--- src/rtl/fdl_ctrl.sv ---
// Fine-delay-line controller: filters PD up/down votes, steps a 0..6 thermometer level, wraps into the coarse stage.
// Latency: Q/ovf/unf/locked update on the edge that samples the FILT_LEN-th net vote; all outputs are registered.
// Backpressure: none; pd_valid is ignored while idle or settling, and en=0 holds Q and clears filter/lock state.
module fdl_ctrl #(
  parameter int FILT_LEN = 4,
  parameter int SETTLE   = 2,
  parameter int LOCK_CNT = 8
) (
  input  logic       clk,
  input  logic       rst_n,
  input  logic       en,
  input  logic       pd_valid,
  input  logic       pd_up,
  input  logic       pd_dn,
  output logic [5:0] Q,
  output logic       ovf,
  output logic       unf,
  output logic       locked
);

  typedef enum logic [1:0] {S_IDLE, S_TRACK, S_SETTLE} state_t;

  // The accumulator never holds +/-FILT_LEN: reaching it steps and clears in one update.
  localparam logic signed [4:0] ACC_HI   = 5'(FILT_LEN - 1);
  localparam logic signed [4:0] ACC_LO   = 5'(1 - FILT_LEN);
  localparam logic [4:0]        REV_MAX  = 5'(LOCK_CNT);
  localparam logic [3:0]        SET_LOAD = 4'(SETTLE - 1);
  localparam logic [2:0]        LVL_MAX  = 3'd6;

  state_t             state;
  logic [2:0]         lvl;
  logic signed [4:0]  acc;
  logic [4:0]         rev;
  logic               prev_vld;
  logic               prev_up;
  logic [3:0]         settle_cnt;

  logic               vote_up;
  logic               vote_dn;
  logic signed [4:0]  acc_nxt;
  logic               step_up;
  logic               step_dn;
  logic [2:0]         lvl_nxt;
  logic               wrap_ovf;
  logic               wrap_unf;
  logic [4:0]         rev_nxt;

  // Thermometer code, MSB-first fill: bit 5-i is set when the level exceeds i.
  function automatic logic [5:0] therm(input logic [2:0] l);
    logic [5:0] q;
    q = '0;
    for (int i = 0; i < 6; i++) begin
      q[5-i] = (l > 3'(i));
    end
    return q;
  endfunction

  assign vote_up = pd_valid & pd_up & ~pd_dn;
  assign vote_dn = pd_valid & pd_dn & ~pd_up;

  // Vote filter: only counts while tracking; saturating count triggers a step and clears.
  always_comb begin
    acc_nxt = acc;
    step_up = 1'b0;
    step_dn = 1'b0;
    if (state == S_TRACK) begin
      if (vote_up) begin
        if (acc == ACC_HI) begin
          step_up = 1'b1;
          acc_nxt = '0;
        end else begin
          acc_nxt = acc + 5'sd1;
        end
      end else if (vote_dn) begin
        if (acc == ACC_LO) begin
          step_dn = 1'b1;
          acc_nxt = '0;
        end else begin
          acc_nxt = acc - 5'sd1;
        end
      end
    end
  end

  // Level update with wrap-around into the coarse stage (one coarse unit = 7 fine steps).
  always_comb begin
    lvl_nxt  = lvl;
    wrap_ovf = 1'b0;
    wrap_unf = 1'b0;
    if (step_up) begin
      if (lvl == LVL_MAX) begin
        lvl_nxt  = '0;
        wrap_ovf = 1'b1;
      end else begin
        lvl_nxt = lvl + 3'd1;
      end
    end else if (step_dn) begin
      if (lvl == '0) begin
        lvl_nxt  = LVL_MAX;
        wrap_unf = 1'b1;
      end else begin
        lvl_nxt = lvl - 3'd1;
      end
    end
  end

  // Reversal counter: opposite-direction steps count up (saturating), repeats and wraps reset it,
  // and the first step after idle only records its direction.
  always_comb begin
    rev_nxt = rev;
    if (step_up || step_dn) begin
      if (wrap_ovf || wrap_unf) begin
        rev_nxt = '0;
      end else if (prev_vld) begin
        if (step_up != prev_up) begin
          rev_nxt = (rev == REV_MAX) ? rev : rev + 5'd1;
        end else begin
          rev_nxt = '0;
        end
      end
    end
  end

  // Control FSM and all registered outputs; en=0 overrides any pending step.
  always_ff @(posedge clk or negedge rst_n) begin
    if (!rst_n) begin
      state      <= S_IDLE;
      lvl        <= 3'd3;
      Q          <= 6'b111000;
      acc        <= '0;
      rev        <= '0;
      prev_vld   <= 1'b0;
      prev_up    <= 1'b0;
      settle_cnt <= '0;
      ovf        <= 1'b0;
      unf        <= 1'b0;
      locked     <= 1'b0;
    end else if (!en) begin
      state      <= S_IDLE;
      acc        <= '0;
      rev        <= '0;
      prev_vld   <= 1'b0;
      settle_cnt <= '0;
      ovf        <= 1'b0;
      unf        <= 1'b0;
      locked     <= 1'b0;
    end else begin
      case (state)
        S_IDLE: begin
          ovf   <= 1'b0;
          unf   <= 1'b0;
          acc   <= '0;
          state <= S_TRACK;
        end
        S_TRACK: begin
          acc <= acc_nxt;
          lvl <= lvl_nxt;
          Q   <= therm(lvl_nxt);
          ovf <= wrap_ovf;
          unf <= wrap_unf;
          if (step_up || step_dn) begin
            state      <= S_SETTLE;
            settle_cnt <= SET_LOAD;
            prev_vld   <= 1'b1;
            prev_up    <= step_up;
            rev        <= rev_nxt;
            locked     <= (rev_nxt == REV_MAX);
          end
        end
        S_SETTLE: begin
          ovf <= 1'b0;
          unf <= 1'b0;
          acc <= '0;
          if (settle_cnt == '0) begin
            state <= S_TRACK;
          end else begin
            settle_cnt <= settle_cnt - 4'd1;
          end
        end
        default: begin
          state <= S_IDLE;
        end
      endcase
    end
  end

endmodule
--- config.mk ---
export PLATFORM = sky130hd
export DESIGN_NAME = fdl_ctrl
export DESIGN_NICKNAME = d
export VERILOG_FILES = /design/src/rtl/fdl_ctrl.sv
export SDC_FILE = /design/constraint.sdc
export NUM_CORES = 1
export LEC_CHECK = 0
export CORE_AREA = 2 2 74 76
export CTS_BUF_LIST = sky130_fd_sc_hd__clkbuf_4
export DETAILED_ROUTE_END_ITERATION = 8
export DIE_AREA = 0 0 76 78
export MAX_ROUTING_LAYER = met4
export SLEW_MARGIN = 20
export SYNTH_ARGS = -nofsm -noshare
export SYNTH_HDL_FRONTEND = slang
export SYNTH_SLANG_ARGS = --single-unit
--- constraint.sdc ---
create_clock -name clk -period 2.7 [get_ports clk]
set_input_delay 0.54 -clock clk [delete_from_list [all_inputs] [get_ports clk]]
set_output_delay 0.54 -clock clk [all_outputs]
set_load 0.03 [all_outputs]
=== Yosys cells after proc, flatten, opt, wreduce, memory -nomap -nowiden ===
Index checks and enable logic that the tools add are counted.

* Register bits after elaboration: 30
* Bits of input ports: 6
* Output and inout bits: 9
* Logic and storage cells: 105

* Add/subtract/negate cells: 6
* Order comparisons: 6
* Eq/ne operators: 16
* Multiplexer cells: 48
* Bitwise operators: 6
* Reduce and logical (&&, ||, !) cells: 12

{| class="wikitable"
|+ Operator list
! operator !! number
|-
| 5-bit two-way mux || 13
|-
| 1-bit two-way mux || 20
|-
| 3-bit two-way mux || 4
|-
| 4-bit two-way mux || 3
|-
| 5-bit by 3-bit == test with 1-bit output (second input constant) || 2
|-
| 5-bit by 4-bit == test with 1-bit output (second input constant) || 2
|-
| 5-bit one-hot mux with 2 select lines || 1
|-
| 4-bit one-hot mux with 2 select lines || 1
|-
| 2-bit AND reduction || 4
|-
| 3-bit by 1-bit > comparator with 1-bit output (second input constant) || 2
|-
| 3-bit by 2-bit > comparator with 1-bit output (second input constant) || 2
|-
| 3-bit > comparator (second input constant) || 2
|-
| 2-bit two-way mux || 3
|-
| 3-bit by 2-bit != test with 1-bit output (second input constant) || 2
|-
| 3-bit != test (second input constant) || 2
|-
| 2-bit one-hot mux with 3 select lines || 1
|-
| 3-bit AND reduction || 2
|-
| 5-bit by 1-bit adder with 5-bit output (second input constant) || 1
|-
| 5-bit by 2-bit adder with 5-bit output (second input constant) || 1
|-
| 5-bit by 2-bit subtractor with 5-bit output (second input constant) || 1
|-
| 1-bit AND || 4
|-
| 4-bit logical NOT || 1
|-
| 2-bit by 1-bit != test with 1-bit output (second input constant) || 2
|-
| 4-bit != test (second input constant) || 1
|-
| other kinds (14) || 17
|}

=== Depth between registers and ports, before layout ===
* Depth in word-level cells: 14
* Gate-level depth with buffers: 8

=== Worst setup path after synthesis ===
Ideal clock, no wire load.

* Path kind: reg2reg
* Start: register lvl[0]
* End: register Q[1]
* Library setup time: 0.082 ns
* Data arrival time: 1.785 ns
* Path slack: 0.833 ns
* Stages on the path, launching flop included: 9
* Path buffers: 1
* Cell sequence: dfstp_2 inv_1 ha_1 or2b_2 or4_4 buf_6 o21ai_4 a221oi_1 a31oi_1

* Longest elaborated chain between the ends: 5
* Elaborated cells between the ends (all ways): 9
* Those cells by class: add/sub (2); order compare (1); eq/ne (1); mux (4); reduce/logical (1)

{| class="wikitable"
|+ Ends and longest elaborated chain
! item !! line !! RTL
|-
| start: declaration || 31 || <nowiki>logic [2:0] lvl;</nowiki>
|-
| start signal: assignment || 157 || <nowiki>lvl <= lvl_nxt;</nowiki>
|-
| 3-bit by 1-bit subtractor with 3-bit output / 3-bit logical NOT (equally long branches) || 102, 98 ||
|-
| 3-bit two-way mux || 98 || <nowiki>if (lvl == '0) begin</nowiki>
|-
| 3-bit two-way mux || 97 || <nowiki>end else if (step_dn) begin</nowiki>
|-
| 3-bit two-way mux (*) || 90 || <nowiki>if (step_up) begin</nowiki>
|-
| 3-bit > comparator (*) || 53 || <nowiki>q[5-i] = (l > 3'(i));</nowiki>
|-
| end signal: assignment || 158 || <nowiki>Q <= therm(lvl_nxt);</nowiki>
|-
| end: declaration || 15 || <nowiki>output logic [5:0] Q,</nowiki>
|}

Mark *: on every way between the ends. The rest lies on a longest branch, timed or not.
A chain may end at the register's enable or synchronous reset.

=== Final worst setup path ===
* Start: register state[1]
* End: register Q[1]

* Longest elaborated chain between the ends: 5
* Elaborated cells between the ends (all ways): 7
* Those cells by class: order compare (1); eq/ne (1); mux (4); reduce/logical (1)

{| class="wikitable"
|+ Ends and longest elaborated chain
! item !! line !! RTL
|-
| start: declaration || 30 || <nowiki>state_t state;</nowiki>
|-
| start signal: assignment || 127 || <nowiki>state <= S_IDLE;</nowiki>
|-
| start signal: assignment || 139 || <nowiki>state <= S_IDLE;</nowiki>
|-
| start signal: assignment || 153 || <nowiki>state <= S_TRACK;</nowiki>
|-
| 2-bit by 1-bit == test with 1-bit output (*) || 66, 148 ||
|-
| 1-bit two-way mux || 66 || <nowiki>if (state == S_TRACK) begin</nowiki>
|-
| 3-bit two-way mux || 97 ||
|-
| 3-bit two-way mux || 90 ||
|-
| 3-bit > comparator || 53 ||
|}

Marks and branches as above.

==> impl_metrics.csv <==
group,metric,value,unit
run_status,status,"completed",
yosys,muxShareOfSynthArea,0.9950,%
yosys,ys_warn_count,0,
yosys,synth_edf_count,0,
clock_network,cts_hold_buf,0,
floorplanning,die_area,5928,sq um
timing,slew_headroom,61.19,%
critical_path,critPathMaxFanout,12,
floorplanning,num_rows,26,
timing,skew,6.707,ps
detailed_routing,initialDrtViolationCount,72,
clock_network,cts.reportedPaths.clkPinSlew,100,ps
min_path,hold_start,"Q[4]",
detailed_routing,wl_met2,2.026,mm
yosys,synth_top_family_by_area,"simple AND/OR/NAND/NOR gates",
floorplanning,core,5042,sq um
critical_path,ff2ff_setup_slack,560,ps
critical_path,rr_worst_depth,5,
critical_path,crit_arrival,2340,ps
detailed_routing,dr_wl_met3,163,um
critical_path,reg2reg_from,"state[1]",
floorplanning,die_h,78,um
clock_network,clockRootBuffer,"clkbuf_4",
global_route,grt_pass1_wl,7.728,mm
detailed_routing,vias_per_cell,5.492,
yosys,yosysUniqueCellTypes,58,
yosys,synth-seq-cells,30,
clock_network,cts_sinks,30,
timing,setup_viol,0,
detailed_routing,wl,4.376,mm
cells_and_area,drive_gt1_share,13.81,%
yosys,syn_area_per_cell,9.104,sq um
yosys,synth_area_leader_cell,"dfrtp_1",
power,vdd_drop_max,0.2583,mV
detailed_routing,first_pass_iters,4,
cells_and_area,final_common_cell,"dfrtp_1",
power,powerDensity,405.7,nW/um^2
critical_path,r2r_end,"Q[1]",
cells_and_area,antennaDiodeCount,0,
cells_and_area,layout_common_cells,"dfrtp_1, nor2_1, nand2_1",
detailed_routing,drt-wirelength-per-cell,14.16,um
min_path,whs_path_depth,2,
placement,port_buffers,14,
detailed_routing,wl_met1,2.166,mm
detailed_routing,top_layer_used,"met4",
timing,rsz0062_at_grt,"no",
critical_path,path_class,"reg -> reg",
timing,period_share,79.38,%
timing,fmax,466.6,MHz
clock_network,cts_tree,"built",
floorplanning,fp.dieW,76,um
min_path,min_path_type,"reg -> reg",
yosys,yosys.area_share.simple,23.94,%
timing,tns,0,ps
placement,dp_hpwl,3.207,mm
yosys,synthCells,221,
timing,worst_pin_slew,580.9,ps
global_route,grt.overflow.total,0,
clock_network,clock_latency,320,ps
power,total_power,919.7,uW
clock_network,cts_resized,0,
floorplanning,start_util,39.90,%
yosys,synthesis.nets,239,
power,internal-power,641.3,uW
global_route,grt_use_total,16.51,%
global_route,first_global_vias,1635,
yosys,ys_top_cells_by_area,"dfrtp_1, ha_1, dfstp_2",
yosys,synth_xor_area_share,2.612,%
global_route,grt_max_degree,31,
timing,hold_viol,0,
job,drv_cap,0,
yosys,seq_area_frac_synth,37.62,%
yosys,ys.flop_type,"dfrtp_1",
critical_path,startpoint,"state[1]",
clock_network,postCtsSetupBuffers,0,
yosys,ys_async_sr_fraction,100.0,%
power,comb_power_share,17.9,%
power,seq_power_share,52.9,%
yosys,synth_fa_ha_area_share,7.463,%
power,p_leak,0.0009095,uW
yosys,synth_compound_area_share,21.77,%
cells_and_area,areaGrowthSynthToFinish,12.69,%
timing,slew_viol_final,0,
clock_network,h-tree-depth,2,
detailed_routing,drc,0,
floorplanning,ios,15,
detailed_routing,via_count,1697,
critical_path,crit_required,2900,ps
yosys,netlist_area,2012,sq um
power,switchingPower,278.5,uW
critical_path,cp-start-kind,"flop",
yosys,synth_top_area_share,31.09,%
clock_network,clk_path_buf_depth,2,
clock_network,cts_buffers,5,
power,sw_frac_of_total,30.28,%
min_path,hold_path_end,"Q[4]",
critical_path,cp-end-kind,"flop",
global_route,grt_antenna_before_repair,0,
power,p_clk_share,29.2,%
timing,final_period_minus_worst_setup_slack,2143,ps
cells_and_area,fin_nets,256,
placement,gp_congestion,0.7761,
detailed_routing,final_antenna_net_count,0,
[worst max-delay path by stage]
| stage | to | slack (ps) |
|---|---|---|
| after floorplan | Q[1] | 830 |
| after global placement | Q[1] | 300 |
| after detailed placement | Q[1] | 260 |
| after CTS | Q[5] | 560 |
| after global routing | Q[4] | 310 |
| final | Q[1] | 560 |
[layer usage]
metal	global-route usage, %	vias to the layer above
li1	-	844
met2	25.71	36
met5	-	-
met4	3.273	0
met1	22.51	815
met3	3.488	2
[registers in the layout, indices dropped and copies added (netlist names)]
signal and count:
Q 6, acc 5, rev 5, settle_cnt 4, lvl 3, state 2, locked 1, ovf 1
prev_up 1, prev_vld 1, unf 1
[through the flow]
step	instance area [sq um]	instances	hold slack, ps	setup WS (ps)	util [%]
2_1_floorplan	2012	221	244.4	832.9	-
3_3_place_gp	2213	301	476.1	297.9	43.90
3_5_place_dp	2213	301	489.7	255.4	43.90
4_1_cts	2267	309	506.9	563.5	44.96
5_1_grt	2267	309	556.3	314.5	44.96
6_report	2267	309	504.9	556.8	44.96
[cell families after synthesis]
logic type,Yosys count
compound gates,60
fa+ha+maj,12
simple gates,89
buf+inv,22
mux,2
xor+xnor,6
flops,30
[synthesized netlist by cell type (2+ instances only)]
| cell type | n |
|---|---|
| buf_2 | 3 |
| nor2_1 | 23 |
| buf_6 | 3 |
| o21ai_0 | 11 |
| dfstp_2 | 5 |
| o21ai_2 | 2 |
| a22o_1 | 3 |
| xor2_1 | 2 |
| xnor2_1 | 4 |
| nor2b_1 | 2 |
| nor3_1 | 6 |
| a21oi_1 | 13 |
| clkbuf_1 | 2 |
| o21a_1 | 2 |
| dfrtp_1 | 25 |
| a2111oi_0 | 2 |
| nand3b_1 | 2 |
| a31oi_1 | 6 |
| nand2_1 | 22 |
| a311oi_1 | 2 |
| ha_1 | 12 |
| o22ai_1 | 4 |
| inv_1 | 13 |
| nand3_1 | 8 |
| nand4_1 | 9 |
| mux2i_1 | 2 |
| a211oi_1 | 2 |
[critical path: stages, from the launching register on]
cell and delay (ps):
dfrtp_1 540, nor2b_1 530, nand3_1 410, o21a_1 260, o21ai_2 180, a31oi_1 90
[power groups by stage]
stage / Clock [uW] / Sequential (uW) / Combinational [uW]
2_1_floorplan: 0 / 502 / 97.6
3_3_place_gp: 0 / 495 / 163
3_5_place_dp: 0 / 495 / 166
4_1_cts: 273 / 487 / 166
5_1_grt: 301 / 490 / 183
6_report: 268 / 487 / 164
[cell type report]
cell class	instances	area [sq um]
Fill cell	500	2775
Inverter	13	48.80
Clock inverter	2	8.758
Timing Repair Buffer	19	177.7
Tap cell	70	87.58
Sequential cell	30	757.0
Multi-Input combinational cell	169	1142
Clock buffer	6	45.04
(Power assumes the default switching activity.)
